===== src/rtl/tinyalu_arbiter.sv =====
// -----------------------------------------------------------------------------
// tinyalu_arbiter
//   Shares a single TinyALU between NREQ requesters. A round-robin pick in IDLE
//   grants one requester and captures its operands. The arbiter then holds
//   alu_start and the operands steady until alu_done arrives or the timeout
//   expires. The 16-bit result goes back to the winner as a one-cycle
//   rsp_valid pulse.
//
// Ports
//   clk_i, reset_i        clock, synchronous active-high reset
//   req_i[NREQ]           pending request per requester
//   req_a_i/req_b_i       8-bit operands, requester i at slice i*8 +: 8
//   req_op_i              3-bit opcode, requester i at slice i*3 +: 3
//   grant_o[NREQ]         one-hot pulse in the IDLE cycle the request is taken
//   rsp_valid_o[NREQ]     one-hot pulse with rsp_result_o / rsp_error_o
//   alu_start_o/a/b/op    TinyALU command side
//   alu_done_i/result_i   TinyALU completion side
//   busy_o                FSM is not IDLE
//   spurious_done_o       sticky: alu_done_i seen outside ISSUE
// -----------------------------------------------------------------------------
module tinyalu_arbiter #(
    parameter int NREQ    = 4,
    parameter int TIMEOUT = 31
) (
    input  logic              clk_i,
    input  logic              reset_i,
    input  logic [NREQ-1:0]   req_i,
    input  logic [8*NREQ-1:0] req_a_i,
    input  logic [8*NREQ-1:0] req_b_i,
    input  logic [3*NREQ-1:0] req_op_i,
    output logic [NREQ-1:0]   grant_o,
    output logic [NREQ-1:0]   rsp_valid_o,
    output logic [15:0]       rsp_result_o,
    output logic              rsp_error_o,
    output logic              alu_start_o,
    output logic [7:0]        alu_a_o,
    output logic [7:0]        alu_b_o,
    output logic [2:0]        alu_op_o,
    input  logic              alu_done_i,
    input  logic [15:0]       alu_result_i,
    output logic              busy_o,
    output logic              spurious_done_o
);

    localparam int IDW = (NREQ > 1) ? $clog2(NREQ) : 1;
    localparam int CW  = $clog2(TIMEOUT + 1);

    typedef enum logic [1:0] {
        S_IDLE  = 2'd0,
        S_ISSUE = 2'd1,
        S_RESP  = 2'd2
    } state_e;

    state_e            state_q;
    logic [IDW-1:0]    rr_ptr_q;
    logic [IDW-1:0]    id_q;
    logic [CW-1:0]     cnt_q;
    logic              alu_start_q;
    logic [7:0]        alu_a_q;
    logic [7:0]        alu_b_q;
    logic [2:0]        alu_op_q;
    logic [NREQ-1:0]   rsp_valid_q;
    logic [15:0]       rsp_result_q;
    logic              rsp_error_q;
    logic              spurious_q;

    // Per-requester views of the flat operand buses.
    logic [7:0] a_arr  [NREQ];
    logic [7:0] b_arr  [NREQ];
    logic [2:0] op_arr [NREQ];

    for (genvar g = 0; g < NREQ; g++) begin : g_unpack
        assign a_arr[g]  = req_a_i[g*8 +: 8];
        assign b_arr[g]  = req_b_i[g*8 +: 8];
        assign op_arr[g] = req_op_i[g*3 +: 3];
    end

    // Round-robin pick: first set bit scanning up from rr_ptr_q, wrapping.
    logic           win_found;
    logic [IDW-1:0] win_idx;
    logic [IDW-1:0] rr_ptr_d;
    int             scan_idx;

    always_comb begin
        win_found = 1'b0;
        win_idx   = '0;
        scan_idx  = 0;
        for (int k = 0; k < NREQ; k++) begin
            scan_idx = int'(rr_ptr_q) + k;
            if (scan_idx >= NREQ) scan_idx = scan_idx - NREQ;
            if (!win_found && req_i[scan_idx]) begin
                win_found = 1'b1;
                win_idx   = IDW'(scan_idx);
            end
        end
    end

    assign rr_ptr_d = (win_idx == IDW'(NREQ - 1)) ? '0 : win_idx + 1'b1;

    // Grant goes out in the same IDLE cycle the operands are captured, so the
    // requester may drop or reassert req on the very next cycle.
    always_comb begin
        grant_o = '0;
        if (!reset_i && state_q == S_IDLE && win_found) grant_o[win_idx] = 1'b1;
    end

    always_ff @(posedge clk_i) begin
        if (reset_i) begin
            state_q      <= S_IDLE;
            rr_ptr_q     <= '0;
            id_q         <= '0;
            cnt_q        <= '0;
            alu_start_q  <= 1'b0;
            alu_a_q      <= '0;
            alu_b_q      <= '0;
            alu_op_q     <= '0;
            rsp_valid_q  <= '0;
            rsp_result_q <= '0;
            rsp_error_q  <= 1'b0;
            spurious_q   <= 1'b0;
        end else begin
            // Response signals are pulses; default them low every cycle.
            rsp_valid_q  <= '0;
            rsp_result_q <= '0;
            rsp_error_q  <= 1'b0;

            if (alu_done_i && state_q != S_ISSUE) spurious_q <= 1'b1;

            case (state_q)
                S_IDLE: begin
                    if (win_found) begin
                        id_q     <= win_idx;
                        rr_ptr_q <= rr_ptr_d;
                        cnt_q    <= '0;
                        if (op_arr[win_idx] != 3'd0) begin
                            // Operands only change here, while alu_start is low.
                            alu_a_q     <= a_arr[win_idx];
                            alu_b_q     <= b_arr[win_idx];
                            alu_op_q    <= op_arr[win_idx];
                            alu_start_q <= 1'b1;
                            state_q     <= S_ISSUE;
                        end else begin
                            // no_op never touches the ALU; answer 0 directly.
                            rsp_valid_q[win_idx] <= 1'b1;
                            state_q              <= S_RESP;
                        end
                    end
                end

                S_ISSUE: begin
                    cnt_q <= cnt_q + 1'b1;
                    // done is checked first so it wins over a same-cycle timeout.
                    if (alu_done_i) begin
                        alu_start_q       <= 1'b0;
                        rsp_valid_q[id_q] <= 1'b1;
                        rsp_result_q      <= alu_result_i;
                        state_q           <= S_RESP;
                    end else if (cnt_q == CW'(TIMEOUT)) begin
                        alu_start_q       <= 1'b0;
                        rsp_valid_q[id_q] <= 1'b1;
                        rsp_error_q       <= 1'b1;
                        state_q           <= S_RESP;
                    end
                end

                S_RESP: begin
                    cnt_q   <= '0;
                    state_q <= S_IDLE;
                end

                default: state_q <= S_IDLE;
            endcase
        end
    end

    assign alu_start_o     = alu_start_q;
    assign alu_a_o         = alu_a_q;
    assign alu_b_o         = alu_b_q;
    assign alu_op_o        = alu_op_q;
    assign rsp_valid_o     = rsp_valid_q;
    assign rsp_result_o    = rsp_result_q;
    assign rsp_error_o     = rsp_error_q;
    assign busy_o          = (state_q != S_IDLE);
    assign spurious_done_o = spurious_q;

endmodule


===== config.mk =====
export PLATFORM = sky130hd
export DESIGN_NAME = tinyalu_arbiter
export DESIGN_NICKNAME = d
export VERILOG_FILES = /design/src/rtl/tinyalu_arbiter.sv
export SDC_FILE = /design/constraint.sdc
export NUM_CORES = 1
export LEC_CHECK = 0
export BUFFER_PORTS_ARGS = -buffer_cell sky130_fd_sc_hd__buf_2
export CORE_UTILIZATION = 35
export CTS_CLUSTER_SIZE = 40
export DETAILED_ROUTE_END_ITERATION = 16
export PLACE_DENSITY = 0.76
export RECOVER_POWER = 25
export SETUP_SLACK_MARGIN = 0.15
export SLEW_MARGIN = 20
export SYNTH_ARGS = -nofsm -noshare
export SYNTH_HDL_FRONTEND = slang
export SYNTH_SLANG_ARGS = --single-unit

===== constraint.sdc =====
create_clock -name clk_i -period 3.18 [get_ports clk_i]
set_clock_uncertainty 0.1 [all_clocks]
set_input_delay 0.477 -clock clk_i [delete_from_list [all_inputs] [get_ports clk_i]]
set_output_delay 0.477 -clock clk_i [all_outputs]
set_load 0.01 [all_outputs]

==> out/results.txt, run 1 <==
share of cells above drive strength 1: 0.376
r2r setup slk: 0.52 ns
MaxCap Viol Count: 0
top_reg_cell synth: dfxtp_1
minimum clock period: 2.83 ns
slew margin rel.: 0.574
Final #Nets: 578
CTS buffer count: 5
Pins Over Slew Limit: 0
post-synthesis mux area share: 0.123
Die Ht: 90.8 um
WL per Instance: 12.5 um
R2R depth: 8
DP Area: 0.00367 mm2
Post-Synth Simple-Gate Area: 0.237
Clock Sinks: 53
worst vdd ir: 0.326 mV
pin slew with the least headroom to its limit: 0.636 ns
placed wire-length estimate: 5600 um
design area: 0.00381 mm2
DIE AREA: 0.00825 mm2
Seq cells post-synth: 53
post-synth top area share: 0.384
Starting Density: 0.359
Yosys warnings: 0
RSZ-0062 raised after global routing: false
Post-Syn Instances: 321
met1 global-route usage: 0.205
First DRT Iteration DRCs: 145
Net Sw Frac: 0.378
IO Pins: 146
most common cell in the netlist: dfxtp_1
syn avg cell area: 8.60 um2
Flop pwr share: 0.321
Synth Area in Compound Gates: 0.189
adder-cell area share of the yosys netlist: 0.0272
DR pass1 iterations: 4
Worst-path clk slew: 0.10 ns
Crit Path Class: register to output pin
Crit path largest cell delay: 0.61 ns
Post-Syn Area: 0.00276 mm2
worst r2r dst: rsp_valid_o[3]
initial antenna violation count: 0
GRT Overall Usage: 0.169
first-pass GRT wire length: 11,500 um
Place WS: 0.0950 ns
R2R Path Start: rr_ptr_q[0]
CP Capture Type: output pin
sequential element share of the synthesized area: 0.384
Post-synth ARST share: 0
sw power: 1100 uW
worst hold path class: input pin to register
Avg Vias per Cell: 4.92
Final ANT Viol Nets: 0
crit path cell chain: nor2b_1 > or4b_4 > buf_4 > nand2_2 > inv_1 > ha_1 > and2_1 > buf_2
number of flops mapped to enable cells by yosys: 0
FP Rows: 32
pwr dens: 764 mW/mm2
Clk pwr share: 0.184
combinational power share: 0.495
# DRC: 0
Final Hold Viols: 0
CP max stage cell: or4b_4
Max clock buf depth: 2
Commonest cells post-synth: 53 x dfxtp_1, 40 x nor2_1, 34 x nand2_1, 29 x a21oi_1, 21 x and2_1
Yosys top cell by area: dfxtp_1
fmax: 353 MHz
CP arrival: 2.25 ns
Hold Path End: rsp_result_o[9]
Clock Latency Late Sink: 0.30 ns
Post-Syn Nets: 426
Area growth, synth to finish: 37.9%
number of fill cells: 772
Post-CTS Setup Bufs: 0
status: completed
grt met2 use: 0.289
H-tree depth: 2
final non-filler cell total: 576
Placed Cells: 568
Worst setup SP type: register
synth unique cells: 38
CP Max Fanout: 10
Critical Path RT: 2.60 ns
Post-Synth XOR/XNOR Area: 0
largest net degree at the start of global routing: 37
hold path startpoint: alu_result_i[9]
total number of vias: 2,833
Hold WS: 0.271 ns
largest cells by area after synthesis: dfxtp_1 38%, mux2_2 6.5%, mux2i_1 5.8%
Setup Viol. Count Final: 0
Horiz. Die Dim: 90.8 um
Hold Crit Depth: 2
antenna cell count: 0
vias in the first global route: 2,594
Root Buffer: clkbuf_8
period utilization: 0.890
CTS tree: yes
final wirelength: 7190 um
Pint: 1810 uW
P_leak: 0.00178 uW
gr ovfl total: 0
main combinational cell family by area after synthesis: simple AND/OR/NAND/NOR gates
met3 usage: 0.0598
GP Congestion: 0.791
gr busiest metal: met2
core area: 0.00769 mm2
buffers added on ports: 145
Setup WS post-layout: 0.349 ns
## through the flow
step / util / power [uW] / TNS, ns
global placement: 0.477 / 2330 / -1.48
global route: 0.495 / 3130 / 0
detailed placement: 0.478 / 2380 / 0
finish: 0.495 / 2910 / 0
floorplan: - / 1940 / 0
CTS: 0.496 / 2930 / 0
## layer usage
metal,vias up,share of wire
met5,-,0
met2,114,0.48
met1,1279,0.43
li1,1434,-
met4,0,0.0070
met3,6,0.088
## critical path: cells and delay by family (launching register included)
kind | cells | cell delay, ns
fa+ha+maj | 1 | 0.21
flops | 1 | 0.40
simple gates | 4 | 0.95
buf+inv | 3 | 0.38
## worst max path at each step
| stage | startpoint | end | slack (ns) | depth (start not counted) |
|---|---|---|---|---|
| 2_1_floorplan | req_i[2] | grant_o[0] | 0.33 | 9 |
| 3_5_place_dp | req_i[2] | rsp_valid_o[3] | 0.09 | 9 |
| 3_3_place_gp | req_i[2] | alu_op_o[2] | -0.20 | 9 |
| 6_report | rr_ptr_q[0] | grant_o[0] | 0.35 | 8 |
| 5_1_grt | rr_ptr_q[0] | grant_o[0] | 0.22 | 8 |
| 4_1_cts | rr_ptr_q[0] | grant_o[0] | 0.18 | 9 |
## cell families after synthesis
| kind of cell | count (synthesis) |
|---|---|
| muxes | 32 |
| AOI/OAI and AO/OA | 71 |
| and+or+nand+nor | 136 |
| DFF | 53 |
| buffers and inverters | 23 |
| adders and majority gates | 6 |
## repair_timing
action | CTS | global route
resized for setup | 1 | 5
setup endpoints to repair | 2 | 3
hold buffers | 0 | 0
## power groups by stage
| stage | clock [uW] | sequential, uW | combinational, uW |
|---|---|---|---|
| after floorplan | 0 | 977 | 958 |
| after global placement | 0 | 943 | 1390 |
| after detailed placement | 0 | 948 | 1430 |
| after CTS | 557 | 933 | 1440 |
| after global routing | 582 | 960 | 1590 |
| final | 535 | 933 | 1440 |
## layout by cell type (no fill, tap or decap), types with 2 or more instances in the layout
cell type / netlist / layout
and2_1: 21 / 20
mux2i_1: 16 / 16
a21oi_1: 29 / 29
nand2_1: 34 / 34
nand2b_1: 4 / 4
a32oi_2: 3 / 3
o21ai_0: 3 / 3
a221oi_1: 3 / 3
inv_1: 2 / 2
a211o_1: 17 / 17
mux2_2: 16 / 16
nor4_1: 6 / 6
nor3_1: 8 / 8
a31oi_1: 3 / 3
nor2b_1: 6 / 6
buf_2: 6 / 121
buf_4: 2 / 19
bufinv_16: 0 / 2
a22oi_1: 3 / 3
clkbuf_8: 0 / 5
a21bo_1: 3 / 3
or2_2: 2 / 2
nand3_1: 9 / 9
ha_1: 6 / 6
a211oi_1: 3 / 3
clkbuf_1: 11 / 24
dfxtp_1: 53 / 53
nor2_1: 40 / 40
## flip-flops by register name, indices dropped and copies added, names as in the netlist
| name | cells |
|---|---|
| alu_op_o | 3 |
| rsp_result_o | 16 |
| id_q | 2 |
| alu_a_o | 8 |
| state_q | 2 |
| spurious_done_o | 1 |
| cnt_q | 5 |
| rsp_error_o | 1 |
| rsp_valid_o | 4 |
| rr_ptr_q | 2 |
| alu_start_o | 1 |
| alu_b_o | 8 |
## cell type report
| class | instances | area [um2] | share of cell area |
|---|---|---|---|
| repair buffers | 166 | 865 | 0.227 |
| flip-flops and latches | 53 | 1060 | 0.279 |
| clock buffers | 5 | 68.8 | 0.0181 |
| inverters | 2 | 7.51 | 0.00197 |
| clock inverters | 3 | 68.8 | 0.0181 |
| multi-input cells | 245 | 1610 | 0.423 |
| well taps | 102 | 128 | 0.0335 |
(Power assumes the default switching activity.)
==> inputs of run 2 (changes only) <==
--- a/config.mk
+++ b/config.mk
@@ -6,10 +6,12 @@
 export NUM_CORES = 1
 export LEC_CHECK = 0
 export BUFFER_PORTS_ARGS = -buffer_cell sky130_fd_sc_hd__buf_2
-export CORE_UTILIZATION = 35
+export CELL_PAD_IN_SITES_DETAIL_PLACEMENT = 1
+export CELL_PAD_IN_SITES_GLOBAL_PLACEMENT = 2
+export CORE_UTILIZATION = 24
 export CTS_CLUSTER_SIZE = 40
 export DETAILED_ROUTE_END_ITERATION = 16
-export PLACE_DENSITY = 0.76
+export PLACE_DENSITY = 0.9
 export RECOVER_POWER = 25
 export SETUP_SLACK_MARGIN = 0.15
 export SLEW_MARGIN = 20
==> run 2 against run 1 <==
Effect of this change: combinational power down 3%; wire length increased by 14%; sequential power is 1% higher; maximum frequency decreased by 0.65%; hold slack improved by 0.014 ns; non-clock buffer count is 12 lower; core utilization fell by 15 points; worst setup slack lost 0.019 ns; critical path type is now input pin to output pin.
==> out/results.txt, run 2 (synthesis gave the netlist of run 1 again) <==
gr busiest metal: met2
DR pass1 iterations: 4
H-tree depth: 2
First DRT Iteration DRCs: 134
Bufs and invs on worst path: 3
slew margin rel.: 0.695
Starting Density: 0.250
GP Congestion: 0.819
Util after Layout: 0.343
Horiz. Die Dim: 109 um
Max clock buf depth: 2
antenna cell count: 0
fmax: 351 MHz
CP Max Fanout: 10
Area growth, synth to finish: 37.1%
Root Buffer: clkbuf_16
placed wire-length estimate: 6480 um
met1 global-route usage: 0.155
CTS tree: yes
Placed Cells: 594
Die Ht: 109 um
Clock Sinks: 53
buffers added on ports: 145
largest net degree at the start of global routing: 39
P_leak: 0.00173 uW
max reg flops: 16
Setup Viol. Count Final: 0
FP Rows: 38
pin slew with the least headroom to its limit: 0.453 ns
pwr dens: 783 mW/mm2
period utilization: 0.896
minimum clock period: 2.85 ns
Worst path most repeated cell: buf_2
GRT Overall Usage: 0.134
RSZ-0062 raised after global routing: false
core area: 0.0110 mm2
most frequent cells in the layout: 121 x buf_2, 53 x dfxtp_1, 39 x nor2_1
Crit Path Class: input pin to output pin
worst hold path class: input pin to register
IO Pins: 146
first-pass GRT wire length: 12,600 um
WL per Instance: 13.6 um
grt met2 use: 0.251
Avg Vias per Cell: 4.66
commonest non-fill, non-tap cell in the layout: buf_2
Hold WS: 0.285 ns
Worst-path clk slew: 0.07 ns
status: completed
Final Hold Viols: 0
final wirelength: 8210 um
Critical Path RT: 2.60 ns
setup TNS: 0 ns
DIE AREA: 0.0119 mm2
Pins Over Slew Limit: 0
crit path cell chain: buf_2 > nor2b_1 > or4_1 > nand2_2 > inv_1 > ha_1 > and2_1 > buf_2
met3 usage: 0.0251
initial antenna violation count: 0
CP max stage cell: or4_1
worst vdd ir: 0.250 mV
gr ovfl total: 0
# DRC: 0
vias in the first global route: 2,788
total number of vias: 2,804
Final ANT Viol Nets: 0
CP Capture Type: output pin
final non-filler cell total: 602
share of cells above drive strength 1: 0.353
CTS buffer count: 5
Worst setup SP type: input pin
Clock Latency Late Sink: 0.29 ns
top cell family by delay on the critical path: simple AND/OR/NAND/NOR gates
Crit path largest cell delay: 0.70 ns
Final #Nets: 566
CP arrival: 2.27 ns
MaxCap Viol Count: 0
## run 2: final timing paths
check | startpoint | end | slack, ns | cells after the start
max | req_i[2] | grant_o[2] | 0.33 | 8
min reg2reg | alu_b_o[4] | alu_b_o[4] | 0.36 | 2
max reg2reg | rr_ptr_q[0] | alu_a_o[4] | 0.51 | 8
min | alu_result_i[3] | rsp_result_o[3] | 0.29 | 2
## run 2: per-stage QoR
stage	setup WS [ns]	cell area, um2	power (uW)
4_1_cts	0.281	3810	3020
6_report	0.330	3790	2960
3_5_place_dp	0.211	3640	2380
2_1_floorplan	0.333	2760	1940
3_3_place_gp	0.340	3640	2330
5_1_grt	0.228	3790	3190
## run 2: per-layer routing
layer  wire length, um  part of all wire
met5                 0                 0
met4                90             0.011
met3               486             0.059
met2              4160              0.51
met1              3470              0.42
## run 2: final cells by class
class | count | area, um2
Clock inverter | 3 | 43.8
Timing Repair Buffer | 154 | 776
Sequential cell | 53 | 1060
Inverter | 2 | 7.51
Multi-Input combinational cell | 245 | 1600
Tap cell | 140 | 175
Clock buffer | 5 | 125
Fill cell | 1377 | 7240
## run 2: repair_timing
action / CTS / global route
hold buffers: 0 / 0
gates resized for setup: 0 / 2
setup endpoints to repair: 0 / 3
buffers inserted: 0 / 0
## run 2: report_power, final
part / switching [uW] / internal, uW
logic: 775 / 625
clock network: 245 / 373
registers: 122 / 824
total: 1140 / 1820
